==> src/rtl/inc_dec_pkg.sv <==
// ============================================================================
//  Module      : inc_dec_pkg
//  Description : Shared constants and helpers for the parametrised up/down
//                counter: boundary-mode encodings, a bound clamp and the
//                counting-range helper.
//  Revision    : 1.0 - initial release
// ============================================================================
`default_nettype none

package inc_dec_pkg;

    // Boundary-mode encodings for the WRAP parameter
    localparam int MODE_SAT  = 0;
    localparam int MODE_WRAP = 1;

    // Clamp a value into [lo, hi]; values are zero-extended to 32 bits
    function automatic logic [31:0] clamp(
        input logic [31:0] v,
        input logic [31:0] lo,
        input logic [31:0] hi
    );
        logic [31:0] r;
        r = v;
        if (v < lo) r = lo;
        if (v > hi) r = hi;
        return r;
    endfunction

    // Number of distinct counter values, hi - lo + 1.
    // 33 bits so that a full 32-bit range (2**32) is representable.
    function automatic logic [32:0] range_of(
        input logic [31:0] lo,
        input logic [31:0] hi
    );
        return {1'b0, hi} - {1'b0, lo} + 33'd1;
    endfunction

endpackage : inc_dec_pkg

`default_nettype wire

==> src/rtl/inc_dec_edge_det.sv <==
// ============================================================================
//  Module      : inc_dec_edge_det
//  Description : 1-bit rising-edge detector with synchronous active-low reset.
//  Ports       : clk    - clock
//                rst    - synchronous active-low reset (clears history)
//                d_i    - level input
//                rise_o - high in the cycle d_i is 1 and was 0 last cycle
//  Revision    : 1.0 - initial release
// ============================================================================
`default_nettype none

module inc_dec_edge_det
    import inc_dec_pkg::*;
(
    input  logic clk,
    input  logic rst,
    input  logic d_i,
    output logic rise_o
);

    logic d_q;

    always_ff @(posedge clk) begin
        if (!rst) begin
            d_q <= 1'b0;
        end else begin
            d_q <= d_i;
        end
    end

    // History cleared by reset, so a level high across reset release counts
    assign rise_o = d_i & ~d_q;

endmodule : inc_dec_edge_det

`default_nettype wire

==> src/rtl/inc_dec_counter_param.sv <==
// ============================================================================
//  Module      : inc_dec_counter_param
//  Description : Parametrised up/down counter with configurable width, step,
//                bounds, saturate-or-wrap mode, synchronous load, enable,
//                bound flags and overflow/underflow pulses.
//                Optional macro INC_DEC_COUNTER_EDGE_DETECT_EN: when defined,
//                inc/dec count once per rising edge instead of per high cycle.
//  Ports       : clk      - clock, rising edge
//                rst      - synchronous active-low reset
//                en       - count enable (load honoured regardless)
//                inc/dec  - increment / decrement requests
//                load     - synchronous load of load_val (clamped to bounds)
//                load_val - value to load
//                cnt      - registered count
//                at_max   - cnt == MAX_VAL (combinational)
//                at_min   - cnt == MIN_VAL (combinational)
//                ovf/unf  - registered 1-cycle overflow / underflow pulses
//  Revision    : 1.0 - initial release
// ============================================================================
`default_nettype none

module inc_dec_counter_param
    import inc_dec_pkg::*;
#(
    parameter int               WIDTH   = 4,
    parameter logic [WIDTH:0]   STEP    = 1,
    parameter logic [WIDTH-1:0] MIN_VAL = '0,
    parameter logic [WIDTH-1:0] MAX_VAL = {WIDTH{1'b1}},
    parameter int               WRAP    = MODE_SAT,
    parameter logic [WIDTH-1:0] RST_VAL = MIN_VAL
) (
    input  logic             clk,
    input  logic             rst,
    input  logic             en,
    input  logic             inc,
    input  logic             dec,
    input  logic             load,
    input  logic [WIDTH-1:0] load_val,
    output logic [WIDTH-1:0] cnt,
    output logic             at_max,
    output logic             at_min,
    output logic             ovf,
    output logic             unf
);

    localparam logic [WIDTH:0] c_RANGE =
        (WIDTH+1)'(range_of(32'(MIN_VAL), 32'(MAX_VAL)));

    logic [WIDTH-1:0] cnt_q, cnt_d;
    logic             ovf_q, ovf_d;
    logic             unf_q, unf_d;

    logic             w_inc_eff;
    logic             w_dec_eff;
    logic [WIDTH:0]   w_sum;
    logic [WIDTH:0]   w_diff;
    logic [WIDTH-1:0] w_load_clamped;

`ifdef INC_DEC_COUNTER_EDGE_DETECT_EN
    inc_dec_edge_det u_inc_edge (
        .clk    (clk),
        .rst    (rst),
        .d_i    (inc),
        .rise_o (w_inc_eff)
    );

    inc_dec_edge_det u_dec_edge (
        .clk    (clk),
        .rst    (rst),
        .d_i    (dec),
        .rise_o (w_dec_eff)
    );
`else
    assign w_inc_eff = inc;
    assign w_dec_eff = dec;
`endif

    // One extra bit so neither direction can silently truncate; w_diff is
    // read as signed so a step below zero compares as negative.
    assign w_sum          = {1'b0, cnt_q} + STEP;
    assign w_diff         = {1'b0, cnt_q} - STEP;
    assign w_load_clamped = WIDTH'(clamp(32'(load_val), 32'(MIN_VAL), 32'(MAX_VAL)));

    always_comb begin
        cnt_d = cnt_q;
        ovf_d = 1'b0;
        unf_d = 1'b0;
        if (load) begin
            cnt_d = w_load_clamped;
        end else if (!en) begin
            cnt_d = cnt_q;
        end else if (w_inc_eff && w_dec_eff) begin
            cnt_d = cnt_q;
        end else if (w_inc_eff) begin
            if (w_sum <= {1'b0, MAX_VAL}) begin
                cnt_d = WIDTH'(w_sum);
            end else begin
                ovf_d = 1'b1;
                // sum - range == MIN_VAL + (sum - MAX_VAL - 1)
                cnt_d = (WRAP == MODE_WRAP) ? WIDTH'(w_sum - c_RANGE) : MAX_VAL;
            end
        end else if (w_dec_eff) begin
            if ($signed(w_diff) >= $signed({1'b0, MIN_VAL})) begin
                cnt_d = WIDTH'(w_diff);
            end else begin
                unf_d = 1'b1;
                // diff + range == MAX_VAL - (MIN_VAL - diff - 1)
                cnt_d = (WRAP == MODE_WRAP) ? WIDTH'(w_diff + c_RANGE) : MIN_VAL;
            end
        end
    end

    always_ff @(posedge clk) begin
        if (!rst) begin
            cnt_q <= RST_VAL;
            ovf_q <= 1'b0;
            unf_q <= 1'b0;
        end else begin
            cnt_q <= cnt_d;
            ovf_q <= ovf_d;
            unf_q <= unf_d;
        end
    end

    assign cnt    = cnt_q;
    assign ovf    = ovf_q;
    assign unf    = unf_q;
    assign at_max = (cnt_q == MAX_VAL);
    assign at_min = (cnt_q == MIN_VAL);

endmodule : inc_dec_counter_param

`default_nettype wire

==> config.mk <==
export PLATFORM = sky130hd
export DESIGN_NAME = inc_dec_counter_param
export DESIGN_NICKNAME = d
export VERILOG_FILES = /design/src/rtl/inc_dec_pkg.sv /design/src/rtl/inc_dec_edge_det.sv /design/src/rtl/inc_dec_counter_param.sv
export SDC_FILE = /design/constraint.sdc
export NUM_CORES = 1
export LEC_CHECK = 0
export CAP_MARGIN = 0
export CORE_AREA = 2 2 39 41
export CTS_CLUSTER_DIAMETER = 120
export CTS_CLUSTER_SIZE = 16
export DETAILED_ROUTE_END_ITERATION = 12
export DIE_AREA = 0 0 41 43
export PLACE_DENSITY_LB_ADDON = 0.3
export SLEW_MARGIN = 20
export SYNTH_ARGS = -nofsm -noshare
export SYNTH_HDL_FRONTEND = slang
export SYNTH_SLANG_ARGS = --single-unit
==> constraint.sdc <==
create_clock -name clk -period 1.8 [get_ports clk]
set_input_delay 0.45 -clock clk [delete_from_list [all_inputs] [get_ports clk]]
set_output_delay 0.45 -clock clk [all_outputs]
set_load 0.02 [all_outputs]
=== Yosys cells after proc, flatten, opt, wreduce, memory -nomap -nowiden ===
Index checks and enable logic that the tools add are counted.

* Add/subtract/negate cells: 2
* Magnitude comparators: 2
* Equal/unequal tests: 2
* Muxes and demuxes: 9
* Bitwise gates (word level): 4
* Reduce and logical (&&, ||, !) cells: 7

{| class="wikitable"
|+ Operator list
! kind !! number
|-
| 2-to-1 mux 4 bit || 7
|-
| OR reduction 6 bit || 1
|-
| adder 4 x 1 -> 5 bit, second input constant || 1
|-
| >= comparator 5 x 1 -> 1 bit, second input constant || 1
|-
| <= comparator 5 x 4 -> 1 bit, second input constant || 1
|-
| OR reduction 5 bit || 1
|-
| subtractor 4 x 1 -> 5 bit, second input constant || 1
|-
| == test 4 bit, second input constant || 1
|-
| logical NOT 4 bit || 1
|-
| inverter 1 bit || 4
|-
| AND reduction 3 bit || 1
|-
| nonzero test 3 bit || 1
|-
| 2-to-1 mux 1 bit || 2
|-
| inequality test 2 bit, second input constant || 1
|-
| nonzero test 2 bit || 1
|-
| logical AND 1 bit || 1
|}

* Register bits after elaboration: 6
* Output and inout port bits: 8
* Logic and storage cells: 29

=== Logic depth before layout (Yosys ltp) ===
* Word-level depth: 8
* Depth in mapped cells: 6

=== Worst setup path before layout ===
Ideal clock, no wire load.

* Path kind: register to output
* Start point: register cnt_q[0] (netlist: cnt[0])
* End point: output at_min
* Data arrival time: 1.215 ns
* Setup slack: 0.135 ns
* Cell stages (with the launch flop): 4
* Cells stage by stage: dfxtp_1 inv_1 ha_1 nor3b_1

* Longest elaborated chain between the ends: 1

{| class="wikitable"
|+ RTL lines
! item !! line !! RTL
|-
| from (decl) || inc_dec_counter_param.sv:49 || <nowiki>logic [WIDTH-1:0] cnt_q, cnt_d;</nowiki>
|-
| from (signal assigned) || inc_dec_counter_param.sv:119 || <nowiki>cnt_q <= cnt_d;</nowiki>
|-
| logical NOT 4 bit || inc_dec_counter_param.sv:129 || <nowiki>assign at_min = (cnt_q == MIN_VAL);</nowiki>
|-
| to (decl) || inc_dec_counter_param.sv:41 || <nowiki>output logic at_min,</nowiki>
|}

Every way passes these cells.

=== Worst setup path after layout ===
* Start point: register cnt_q[3] (netlist: cnt[3])
* End point: output cnt[3]

{| class="wikitable"
|+ RTL lines
! item !! line !! RTL
|-
| to (decl) || inc_dec_counter_param.sv:39 || <nowiki>output logic [WIDTH-1:0] cnt,</nowiki>
|}

No word-level cell between the ends.

==> impl_metrics.py <==
metrics = {
    "sta": {
        "rsz0062_at_grt": "no",
        "finalWorstPathRequiredPeriod_ps": 1720,
        "worst_slew_pin_slew_ps": 322,
        "timing.final.max_slew_violations": 0,
        "setup_total_negative_slack_ps": 0,
        "timing.final.hold_violations": 0,
        "final-setup-viol-count": 0,
        "max_freq_mhz": 582,
        "fin_skew_ps": 0.968,
        "slew_headroom_pct": 78.3,
        "final.setup.worst_slack_ps": 83.1,
        "share_of_the_clock_period_used_by_the_worst_path_pct": 95.4,
    },
    "final_layout": {
        "antenna_cells_inserted": 0,
        "finalCoreUtilization_pct": 59.9,
        "post_layout_nonfiller_instances": 111,
        "finalNetCount": 111,
        "drive_gt1_share_pct": 24.2,
        "area_growth_from_synthesis_to_layout_pct": 47.3,
    },
    "grt": {
        "grt.overflow.total": 0,
        "grt_antenna_before_repair": 0,
        "grt_start_max_net_pins": 12,
        "via_count_of_the_first_global_routing_pass": 526,
        "grt_first_pass_wirelength_mm": 2.13,
        "grt_usage_pct": 18.0,
    },
    "clock_tree": {
        "cts_made_buffers": 3,
        "cts.clk_slew.worst_paths_ps": 40,
        "post_cts_resized": 4,
        "root_buffer": "clkbuf_4",
        "post-cts-setup-buffers": 0,
        "cts.path.max_buffers": 2,
        "clock_tree.htree_level_count": 1,
        "tritoncts": "built",
        "clk_latency_worst_skew_pair_ps": 250,
        "hold_buffer_count_at_cts": 0,
        "tritoncts_num_sinks": 6,
    },
    "synth": {
        "largest_family_of_logic_cells_by_synthesized_area": "simple AND/OR/NAND/NOR gates",
        "synthAdderAreaFrac_pct": 8.89,
        "syn_avg_cell_area_um2": 8.53,
        "synth.area.mux_share_pct": 5.33,
        "ys_seq_elements": 6,
        "synthSimpleGateAreaFrac_pct": 33.3,
        "synth_enable_flop_cells": 0,
        "synthDistinctLibCells": 31,
        "synth-seq-area-share_pct": 21.3,
        "yosys.area_share.xor_xnor_pct": 2.89,
        "synth.net_count": 80,
        "syn-cell-area_um2": 563,
        "synth_compound_area_share_pct": 20.2,
        "synthesis.instances": 66,
        "share_of_flip_flops_with_an_asynchronous_set_or_reset_after_synthesis_pct": 0,
        "flip_flop_cell_with_the_highest_count_after_synthesis": "dfxtp_1",
        "synth_warnings": 0,
    },
    "run_status": {
        "outcome": "completed",
    },
    "pwr": {
        "leakage_nw": 0.375,
        "post-layout-total-power_mw": 0.447,
        "power_density_nw_per_um2": 539,
        "vdd_drop_max_uv": 400,
    },
    "place": {
        "placement.io_buffers": 17,
        "dp.final_hpwl_mm": 1.02,
        "gp_routability_congestion": 0.854,
        "pre_cts_ws_ps": -15.5,
        "placed_cell_count": 108,
    },
    "die": {
        "row_count": 14,
        "ioPinCount": 18,
        "start_util_pct": 40.7,
        "die_area_um2": 1760,
        "die_height_um": 43,
        "chipWidth_um": 41,
        "core-area_um2": 1380,
    },
    "detailed_routing": {
        "dr.first_iter.drc_count": 14,
        "route.vias.total": 598,
        "postRouteAntennaNets": 0,
        "dr.pass1.iters": 4,
        "routed_via_density": 5.39,
        "post_drt_wl_per_cell_um": 11.2,
        "drc": 0,
        "drt_wl_total_mm": 1.24,
    },
    "critical_path": {
        "worstSetupStartpointType": "flip-flop",
        "family_with_the_most_delay_on_the_worst_path": "buffers and inverters",
        "critical_path.max_fanout": 4,
        "critical_path_buf_inv_count": 1,
        "setup.worst_path.end_class": "primary output",
        "cp.required_ps": 1350,
        "critical_path.max_stage_delay_ps": 630,
        "crit_slowest_cell": "clkdlybuf4s50_1",
        "path_cells": "clkdlybuf4s50_1",
        "cp_data_arrival_time_ps": 1270,
        "critical_path_class": "flip-flop to primary output",
    },
    "hold_path": {
        "worst_hold_path_type": "flip-flop to flip-flop",
    },
    "run": {
        "max-cap-violations": 0,
    },
}
[cell usage after synthesis (3+ instances only)]
cell type  instances  area, um2
nand2b_1           3       18.8
dfxtp_1            6        120
mux2i_1            3       30.0
nand3_1            4       20.0
inv_1              4       15.0
nand2_1            3       11.3
ha_1               4       50.1
a21oi_1            5       25.0
nor2b_1            4       25.0
[state kept, by name, indices dropped and copies added, names as in the netlist]
name / flops
cnt: 4
ovf: 1
unf: 1
[final timing paths]
kind             to    from  depth (start not counted)  slack [ps]
max reg2reg  cnt[0]  cnt[0]                          7         300
max          cnt[3]  cnt[3]                          1          80
min reg2reg     ovf  cnt[3]                          3         690
min             ovf  cnt[3]                          3         690
[power breakdown]
| group | switching (mW) | internal, mW | total (mW) |
|---|---|---|---|
| sequential | 0.00775 | 0.141 | 0.148 |
| clock | 0.0487 | 0.0754 | 0.124 |
| combinational | 0.0846 | 0.0901 | 0.175 |
| total | 0.141 | 0.306 | 0.447 |
[layer usage]
metal,GRT usage (%),wire length [um],vias to the layer above
li1,-,-,301
met1,21.6,545,263
met2,26.6,581,28
met3,4.71,87,6
met4,12.0,27,0
met5,0,0,-
[stage by stage]
stage / instance area, um2 / hold WS [ps]
floorplan: 563 / 521
global placement: 813 / 688
detailed placement: 813 / 685
CTS: 831 / 692
global route: 830 / 742
finish: 830 / 694
[cell families after synthesis]
logic type | count (synthesis)
AND/OR/NAND/NOR | 28
AO/OA/AOI/OAI | 17
buffers and inverters | 7
flip-flops | 6
adder cells (fa/ha/maj) | 4
multiplexers | 3
XOR/XNOR | 1
[placed cells by master, fill, tap and decap left out, types with 2 or more instances in the layout]
| cell | Yosys | final |
|---|---|---|
| nand2b_1 | 3 | 3 |
| nor4b_2 | 2 | 2 |
| buf_4 | 1 | 12 |
| clkbuf_4 | 0 | 3 |
| nand3_1 | 4 | 4 |
| dfxtp_1 | 6 | 6 |
| a21oi_1 | 5 | 5 |
| clkdlybuf4s50_1 | 0 | 12 |
| nor2_1 | 2 | 2 |
| nor2b_1 | 4 | 4 |
| o21ai_1 | 2 | 2 |
| ha_1 | 4 | 4 |
| inv_1 | 4 | 4 |
| dlygate4sd2_1 | 0 | 3 |
| o21ai_0 | 2 | 2 |
| mux2i_1 | 3 | 3 |
| nor3b_1 | 2 | 2 |
| a31oi_1 | 2 | 2 |
| nand4_1 | 2 | 2 |
| nand2_1 | 3 | 3 |
[cell type report]
class,instances,area [um2]
Fill cell,125,554
Inverter,4,15.0
Multi-Input combinational cell,53,398
Sequential cell,6,120
Clock buffer,3,22.5
Tap cell,16,20.0
Timing Repair Buffer,29,254
No activity file was read; power rests on OpenSTA's default activity.
